**src/rtl/typedefs_pkg.sv**
```systemverilog
// -----------------------------------------------------------------------------
// typedefs_pkg
// Shared types and default timing constants for the LED playback sequencer.
//   color_t      : 2-bit color code as stored in the sequence memory
//   play_state_t : playback FSM states
//   DEF_*        : default parameter values for the sequencer
//   max3()       : constant helper used to size the on/gap timer
// -----------------------------------------------------------------------------
package typedefs_pkg;

    typedef enum logic [1:0] {
        RED    = 2'd0,
        GREEN  = 2'd1,
        BLUE   = 2'd2,
        YELLOW = 2'd3
    } color_t;

    typedef enum logic [2:0] {
        IDLE  = 3'd0,
        FETCH = 3'd1,
        LATCH = 3'd2,
        ON    = 3'd3,
        GAP   = 3'd4,
        DONE  = 3'd5
    } play_state_t;

    localparam int DEF_ADDR_WIDTH     = 5;
    localparam int DEF_DATA_WIDTH     = 2;
    localparam int DEF_FAST_ON_CYCLES = 4;
    localparam int DEF_SLOW_ON_CYCLES = 8;
    localparam int DEF_GAP_CYCLES     = 2;

    function automatic int max3(input int a, input int b, input int c);
        int m;
        m = (a > b) ? a : b;
        return (m > c) ? m : c;
    endfunction

endpackage

```
**src/rtl/play_timer.sv**
```systemverilog
// -----------------------------------------------------------------------------
// play_timer
// Loadable down-counter with a zero flag; times the LED on and gap phases.
//   clk, rst    : clock, asynchronous active-high reset
//   load        : load count with load_value (has priority over dec)
//   load_value  : value to load
//   dec         : decrement by one, saturating at zero
//   zero        : count is zero
// -----------------------------------------------------------------------------
module play_timer #(
    parameter int WIDTH = 4
) (
    input  logic             clk,
    input  logic             rst,
    input  logic             load,
    input  logic [WIDTH-1:0] load_value,
    input  logic             dec,
    output logic             zero
);

    logic [WIDTH-1:0] count_q, count_d;

    // NOTE: count_d gets a default before any branch so no path leaves it
    // unassigned; otherwise synthesis infers a latch.
    always_comb begin
        count_d = count_q;
        if (load) begin
            count_d = load_value;
        end else if (dec && (count_q != '0)) begin
            count_d = count_q - WIDTH'(1);
        end
    end

    // NOTE: flops use non-blocking assignment so every register samples the
    // pre-edge value of its inputs regardless of process ordering.
    always_ff @(posedge clk or posedge rst) begin
        if (rst) begin
            count_q <= '0;
        end else begin
            count_q <= count_d;
        end
    end

    assign zero = (count_q == '0);

endmodule

```
**src/rtl/led_playback_sequencer.sv**
```systemverilog
// -----------------------------------------------------------------------------
// led_playback_sequencer
// Walks the sequence memory from address 0 to length-1; for each item it reads
// the color, lights the matching LED for the latched on-time, then blanks all
// LEDs for GAP_CYCLES.
//   clk, rst            : clock, asynchronous active-high reset
//   start               : begin playback (honored only in IDLE, not with abort)
//   abort               : return to IDLE on the next edge, no done pulse
//   length              : items to play, clamped to 2^ADDR_WIDTH, sampled on start
//   speed               : 1 = fast, 0 = slow on-time, sampled on start
//   mem_rd, mem_addr    : read strobe and address toward the sequence memory
//   mem_data            : read data, valid the cycle after mem_rd
//   led_*               : one-hot color LEDs (all low outside ON)
//   busy                : state is not IDLE
//   done                : one-cycle pulse on normal completion
// All outputs decode from registered state only.
// -----------------------------------------------------------------------------
module led_playback_sequencer
    import typedefs_pkg::*;
#(
    parameter int ADDR_WIDTH     = DEF_ADDR_WIDTH,
    parameter int DATA_WIDTH     = DEF_DATA_WIDTH,
    parameter int FAST_ON_CYCLES = DEF_FAST_ON_CYCLES,
    parameter int SLOW_ON_CYCLES = DEF_SLOW_ON_CYCLES,
    parameter int GAP_CYCLES     = DEF_GAP_CYCLES
) (
    input  logic                  clk,
    input  logic                  rst,
    input  logic                  start,
    input  logic                  abort,
    input  logic [ADDR_WIDTH:0]   length,
    input  logic                  speed,
    output logic                  mem_rd,
    output logic [ADDR_WIDTH-1:0] mem_addr,
    input  logic [DATA_WIDTH-1:0] mem_data,
    output logic                  led_red,
    output logic                  led_green,
    output logic                  led_blue,
    output logic                  led_yellow,
    output logic                  busy,
    output logic                  done
);

    localparam int TIMER_W = $clog2(max3(SLOW_ON_CYCLES, FAST_ON_CYCLES, GAP_CYCLES) + 1);
    localparam logic [ADDR_WIDTH:0] MAX_LEN = (ADDR_WIDTH + 1)'(1) << ADDR_WIDTH;

    play_state_t           state_q, state_d;
    logic [ADDR_WIDTH:0]   len_q, len_d;
    logic [TIMER_W-1:0]    on_time_q, on_time_d;
    logic [ADDR_WIDTH-1:0] index_q, index_d;
    color_t                color_q, color_d;

    logic                  timer_load, timer_dec, timer_zero;
    logic [TIMER_W-1:0]    timer_value;
    logic [ADDR_WIDTH:0]   len_clamped;
    logic                  last_item;

    assign len_clamped = (length > MAX_LEN) ? MAX_LEN : length;
    // Compared at ADDR_WIDTH+1 bits so a full-length sequence ends after the
    // top address instead of wrapping index back to 0.
    assign last_item   = (({1'b0, index_q} + (ADDR_WIDTH + 1)'(1)) == len_q);

    play_timer #(.WIDTH(TIMER_W)) u_timer (
        .clk        (clk),
        .rst        (rst),
        .load       (timer_load),
        .load_value (timer_value),
        .dec        (timer_dec),
        .zero       (timer_zero)
    );

    // State and datapath registers.
    always_ff @(posedge clk or posedge rst) begin
        if (rst) begin
            state_q   <= IDLE;
            len_q     <= '0;
            on_time_q <= '0;
            index_q   <= '0;
            // NOTE: datapath registers are reset along with the FSM so the
            // decoded outputs (mem_addr especially) are 0 straight out of reset.
            color_q   <= RED;
        end else begin
            state_q   <= state_d;
            len_q     <= len_d;
            on_time_q <= on_time_d;
            index_q   <= index_d;
            color_q   <= color_d;
        end
    end

    // Next-state and datapath updates.
    always_comb begin
        state_d     = state_q;
        len_d       = len_q;
        on_time_d   = on_time_q;
        index_d     = index_q;
        color_d     = color_q;
        timer_load  = 1'b0;
        timer_dec   = 1'b0;
        timer_value = '0;

        if (abort) begin
            // abort also suppresses a start arriving in the same IDLE cycle.
            if (state_q != IDLE) state_d = IDLE;
        end else begin
            unique case (state_q)
                IDLE: begin
                    if (start) begin
                        len_d     = len_clamped;
                        on_time_d = speed ? TIMER_W'(FAST_ON_CYCLES) : TIMER_W'(SLOW_ON_CYCLES);
                        index_d   = '0;
                        state_d   = (len_clamped == '0) ? DONE : FETCH;
                    end
                end
                FETCH: state_d = LATCH;
                LATCH: begin
                    color_d     = color_t'(mem_data);
                    timer_load  = 1'b1;
                    timer_value = on_time_q - TIMER_W'(1);
                    state_d     = ON;
                end
                ON: begin
                    if (timer_zero) begin
                        timer_load  = 1'b1;
                        timer_value = TIMER_W'(GAP_CYCLES - 1);
                        state_d     = GAP;
                    end else begin
                        timer_dec = 1'b1;
                    end
                end
                GAP: begin
                    if (timer_zero) begin
                        if (last_item) begin
                            state_d = DONE;
                        end else begin
                            index_d = index_q + ADDR_WIDTH'(1);
                            state_d = FETCH;
                        end
                    end else begin
                        timer_dec = 1'b1;
                    end
                end
                DONE:    state_d = IDLE;
                default: state_d = IDLE;
            endcase
        end
    end

    // Outputs, decoded from registered state only.
    always_comb begin
        mem_rd     = (state_q == FETCH);
        mem_addr   = index_q;
        busy       = (state_q != IDLE);
        done       = (state_q == DONE);
        led_red    = 1'b0;
        led_green  = 1'b0;
        led_blue   = 1'b0;
        led_yellow = 1'b0;
        if (state_q == ON) begin
            unique case (color_q)
                RED:     led_red    = 1'b1;
                GREEN:   led_green  = 1'b1;
                BLUE:    led_blue   = 1'b1;
                YELLOW:  led_yellow = 1'b1;
                default: ;
            endcase
        end
    end

endmodule

```
**config.mk**
```make
export PLATFORM = sky130hd
export DESIGN_NAME = led_playback_sequencer
export DESIGN_NICKNAME = d
export VERILOG_FILES = /design/src/rtl/typedefs_pkg.sv /design/src/rtl/play_timer.sv /design/src/rtl/led_playback_sequencer.sv
export SDC_FILE = /design/constraint.sdc
export NUM_CORES = 1
export LEC_CHECK = 0
export ABC_AREA = 1
export BUFFER_PORTS_ARGS = -buffer_cell sky130_fd_sc_hd__buf_4
export CAP_MARGIN = 5
export CORE_MARGIN = 3
export CORE_UTILIZATION = 30
export CTS_CLUSTER_DIAMETER = 40
export DETAILED_ROUTE_END_ITERATION = 7
export PLACE_DENSITY = 0.57
export SYNTH_ARGS = -nofsm -noshare
export SYNTH_HDL_FRONTEND = slang
export SYNTH_SLANG_ARGS = --single-unit
```
**constraint.sdc**
```tcl
create_clock -name clk -period 1.8 [get_ports clk]
set_input_delay 0.36 -clock clk [delete_from_list [all_inputs] [get_ports clk]]
set_output_delay 0.36 -clock clk [all_outputs]
set_load 0.05 [all_outputs]
```
==> results.yml <==
run_status:
  outcome: "complete, no violations"
synth:
  ys_types: 26
  syn_inst: 193
  synth.top_cell.area_share_pct: 39.4
  synth_area_leaders: "dfrtp_1 (39%), nand2_1 (15%), inv_1 (7.0%), nand3_1 (5.4%), nor2_1 (4.0%)"
  yosysWarningCount: 0
  synth_edf_count: 0
  ys_ff_latch: 22
  synth_largest_area_cell: "dfrtp_1"
  ys_async_sr_fraction_pct: 100
  synthesis.area_um2: 1400
  ys_seq_area_share_pct: 39.4
  syn_avg_cell_area_um2: 7.24
  synthTopCellsByCount: "nand2_1 (56), inv_1 (26), dfrtp_1 (22), nand3_1 (15), nor2_1 (15)"
  yosysMostFrequentCell: "nand2_1"
  synthesis.nets: 208
  ys.flop_type: "dfrtp_1"
die:
  placementRows: 24
  dieWidth_um: 74.3
  fp.dieArea_um2: 5510
  ioPinCount: 25
  fp.dieH_um: 74.3
  core_area_um2: 4410
  start_util_pct: 31.7
critical_path:
  worstPathCellList: "inv_4 > nand3_4 > nor3_1 > buf_4"
  cp-start-kind: "flip-flop"
  worstPathRequired_ns: 1.44
  end_kind: "output port"
  crit_arrival_ns: 1.31
  critPathMaxFanout: 7
  worstSetupPathType: "flip-flop to output port"
  slowest_delay_ns: 0.42
  cp_slowest_cell: "dfrtp_1"
  critPathTopFamily: "flip-flops"
  critPathBufInv: 2
detailed_routing:
  firstDrtPassIters: 4
  drc_errors: 0
  wire_per_inst_um: 11.7
  vias_per_cell: 4.64
  wirelength_um: 3240
  drt_iter0_drc: 74
  detail-route-antenna-nets: 0
  vias: 1282
sta:
  setup-tns-final_ns: 0
  setup_viol: 0
  skew_ns: 0.00550
  hold_violations: 0
  slew_violations: 0
  slew_headroom_pct: 76.7
  setup_ws_ns: 0.127
  rsz0062_at_grt: "no"
  tightest_slew_ns: 0.346
  period_share_pct: 92.9
  layout_min_cycle_time_ns: 1.67
  max_clock_freq_mhz: 598
global_route:
  grt_max_degree: 23
  antenna_found_initial: 0
  grt_pass1_vias: 1218
  grt_pass1_wl_um: 5620
  grt-ovfl-total: 0
  track_usage_pct: 12.9
clocking:
  ctsHtreeMaxLevel: 1
  cts_tree: "done"
  cts_made_buffers: 3
  clockBufferDepth: 2
  clk_latency_ns: 0.26
  clkSinkCount: 22
  holdBufCountCts: 0
  cts-root-buf: "clkbuf_8"
  clkTransAtPathRegs_ns: 0.08
placed_design:
  place_area_um2: 1670
  placed_cells: 272
  io_buffers: 24
  dp_hpwl_um: 2530
  place_congestion: 0.797
  dp_worst_setup_slack_ns: 0.132
finish:
  final_cell_count_no_fill: 276
  design_area_um2: 1730
  multi_input_area_um2: 723
  n_antenna_cell: 0
  syn2layout_area_growth_pct: 23.9
  num-fill-cells: 475
  layout.nets: 240
  drive_gt1_share_pct: 25.4
  postLayoutCoreUtil_pct: 39.2
  register_area_um2: 552
flow_run:
  maxCapViolCount: 0
power_and_ir_drop:
  power_density_nw_per_um2: 1300
  leakagePower_nw: 0.884
  ir_drop_uv: 595
hold_path:
  holdCritPathClass: "input pin to async pin"
==> cells by family after synthesis <==
group                    after synthesis  share of synthesized area [%]
AND/OR/NAND/NOR                      110                           39.0
buffers and inverters                 35                           9.94
AO/OA/AOI/OAI                         22                           8.59
flip-flops                            22                           39.4
XOR/XNOR                               2                           1.25
adder cells (fa/ha/maj)                2                           1.79
==> area by class of cell <==
class | instances | share of cell area [%]
clock buffer | 4 | 2.60
inverter | 33 | 7.44
multi-input combinational | 136 | 41.8
sequential | 22 | 31.9
tap | 52 | 3.76
timing repair buffer | 29 | 12.6
==> layer usage <==
| layer | vias up | share of wire, % | wire length [um] | global-route usage, % |
|---|---|---|---|---|
| met5 | - | 0 | 0 | 0 |
| met4 | 0 | 1.1 | 37 | 2.96 |
| met2 | 25 | 44 | 1420 | 19.9 |
| met1 | 580 | 51 | 1650 | 19.2 |
| li1 | 673 | - | - | - |
| met3 | 4 | 3.9 | 128 | 1.76 |
==> registers in the layout, summed over array words and instances, names as in the netlist <==
signal	count
len_q	6
color_q	2
mem_addr	5
u_timer.count_q	4
state_q	3
on_time_q	2
==> worst paths after layout <==
check                                          startpoint                              to  slack [ns]  cells after the start
setup / recovery                   state_q[2]$_DFFE_PP0P_                      led_yellow        0.13                      4
hold / removal                                        rst         mem_addr[0]$_DFFE_PP0P_        0.13                      3
setup reg to reg           u_timer.count_q[0]$_DFFE_PP0P_         mem_addr[3]$_DFFE_PP0P_        0.15                      9
hold reg to reg            u_timer.count_q[2]$_DFFE_PP0P_  u_timer.count_q[2]$_DFFE_PP0P_        0.51                      2
max in group asynchronous                             rst         mem_addr[1]$_DFFE_PP0P_        1.43                      3
min in group clk                                    speed        on_time_q[3]$_DFFE_PP0P_        0.30                      2
==> layout by cell type (no fill, tap or decap), types with 6 or more instances in the layout <==
cell type	instances
nand2_1	56
buf_4	29
inv_1	26
dfrtp_1	21
nand3_1	14
nor2_1	14
o21ai_0	6
o22ai_1	6
a21oi_1	6
==> worst min-delay path: cells and delay by family <==
| kind | cells | cell delay [ns] |
|---|---|---|
| buffers and inverters | 3 | 0.43 |
==> metrics by stage <==
stage	hold slack [ns]	total power, mW
floorplan	0.349	1.65
global placement	0.428	1.92
detailed placement	0.428	1.92
CTS	0.143	2.26
global route	0.154	2.45
finish	0.133	2.25
==> power by group <==
group | total [mW] | switching [mW] | internal (mW)
sequential | 0.796 | 0.124 | 0.671
clock | 0.318 | 0.161 | 0.158
combinational | 1.14 | 0.755 | 0.384
==> timing repair <==
item,CTS,global route
setup endpoints to repair,4,8
gates resized for setup,1,3
pin swaps,0,1
buffers inserted,0,0
Note: power is estimated with default switching activity, not from simulation.
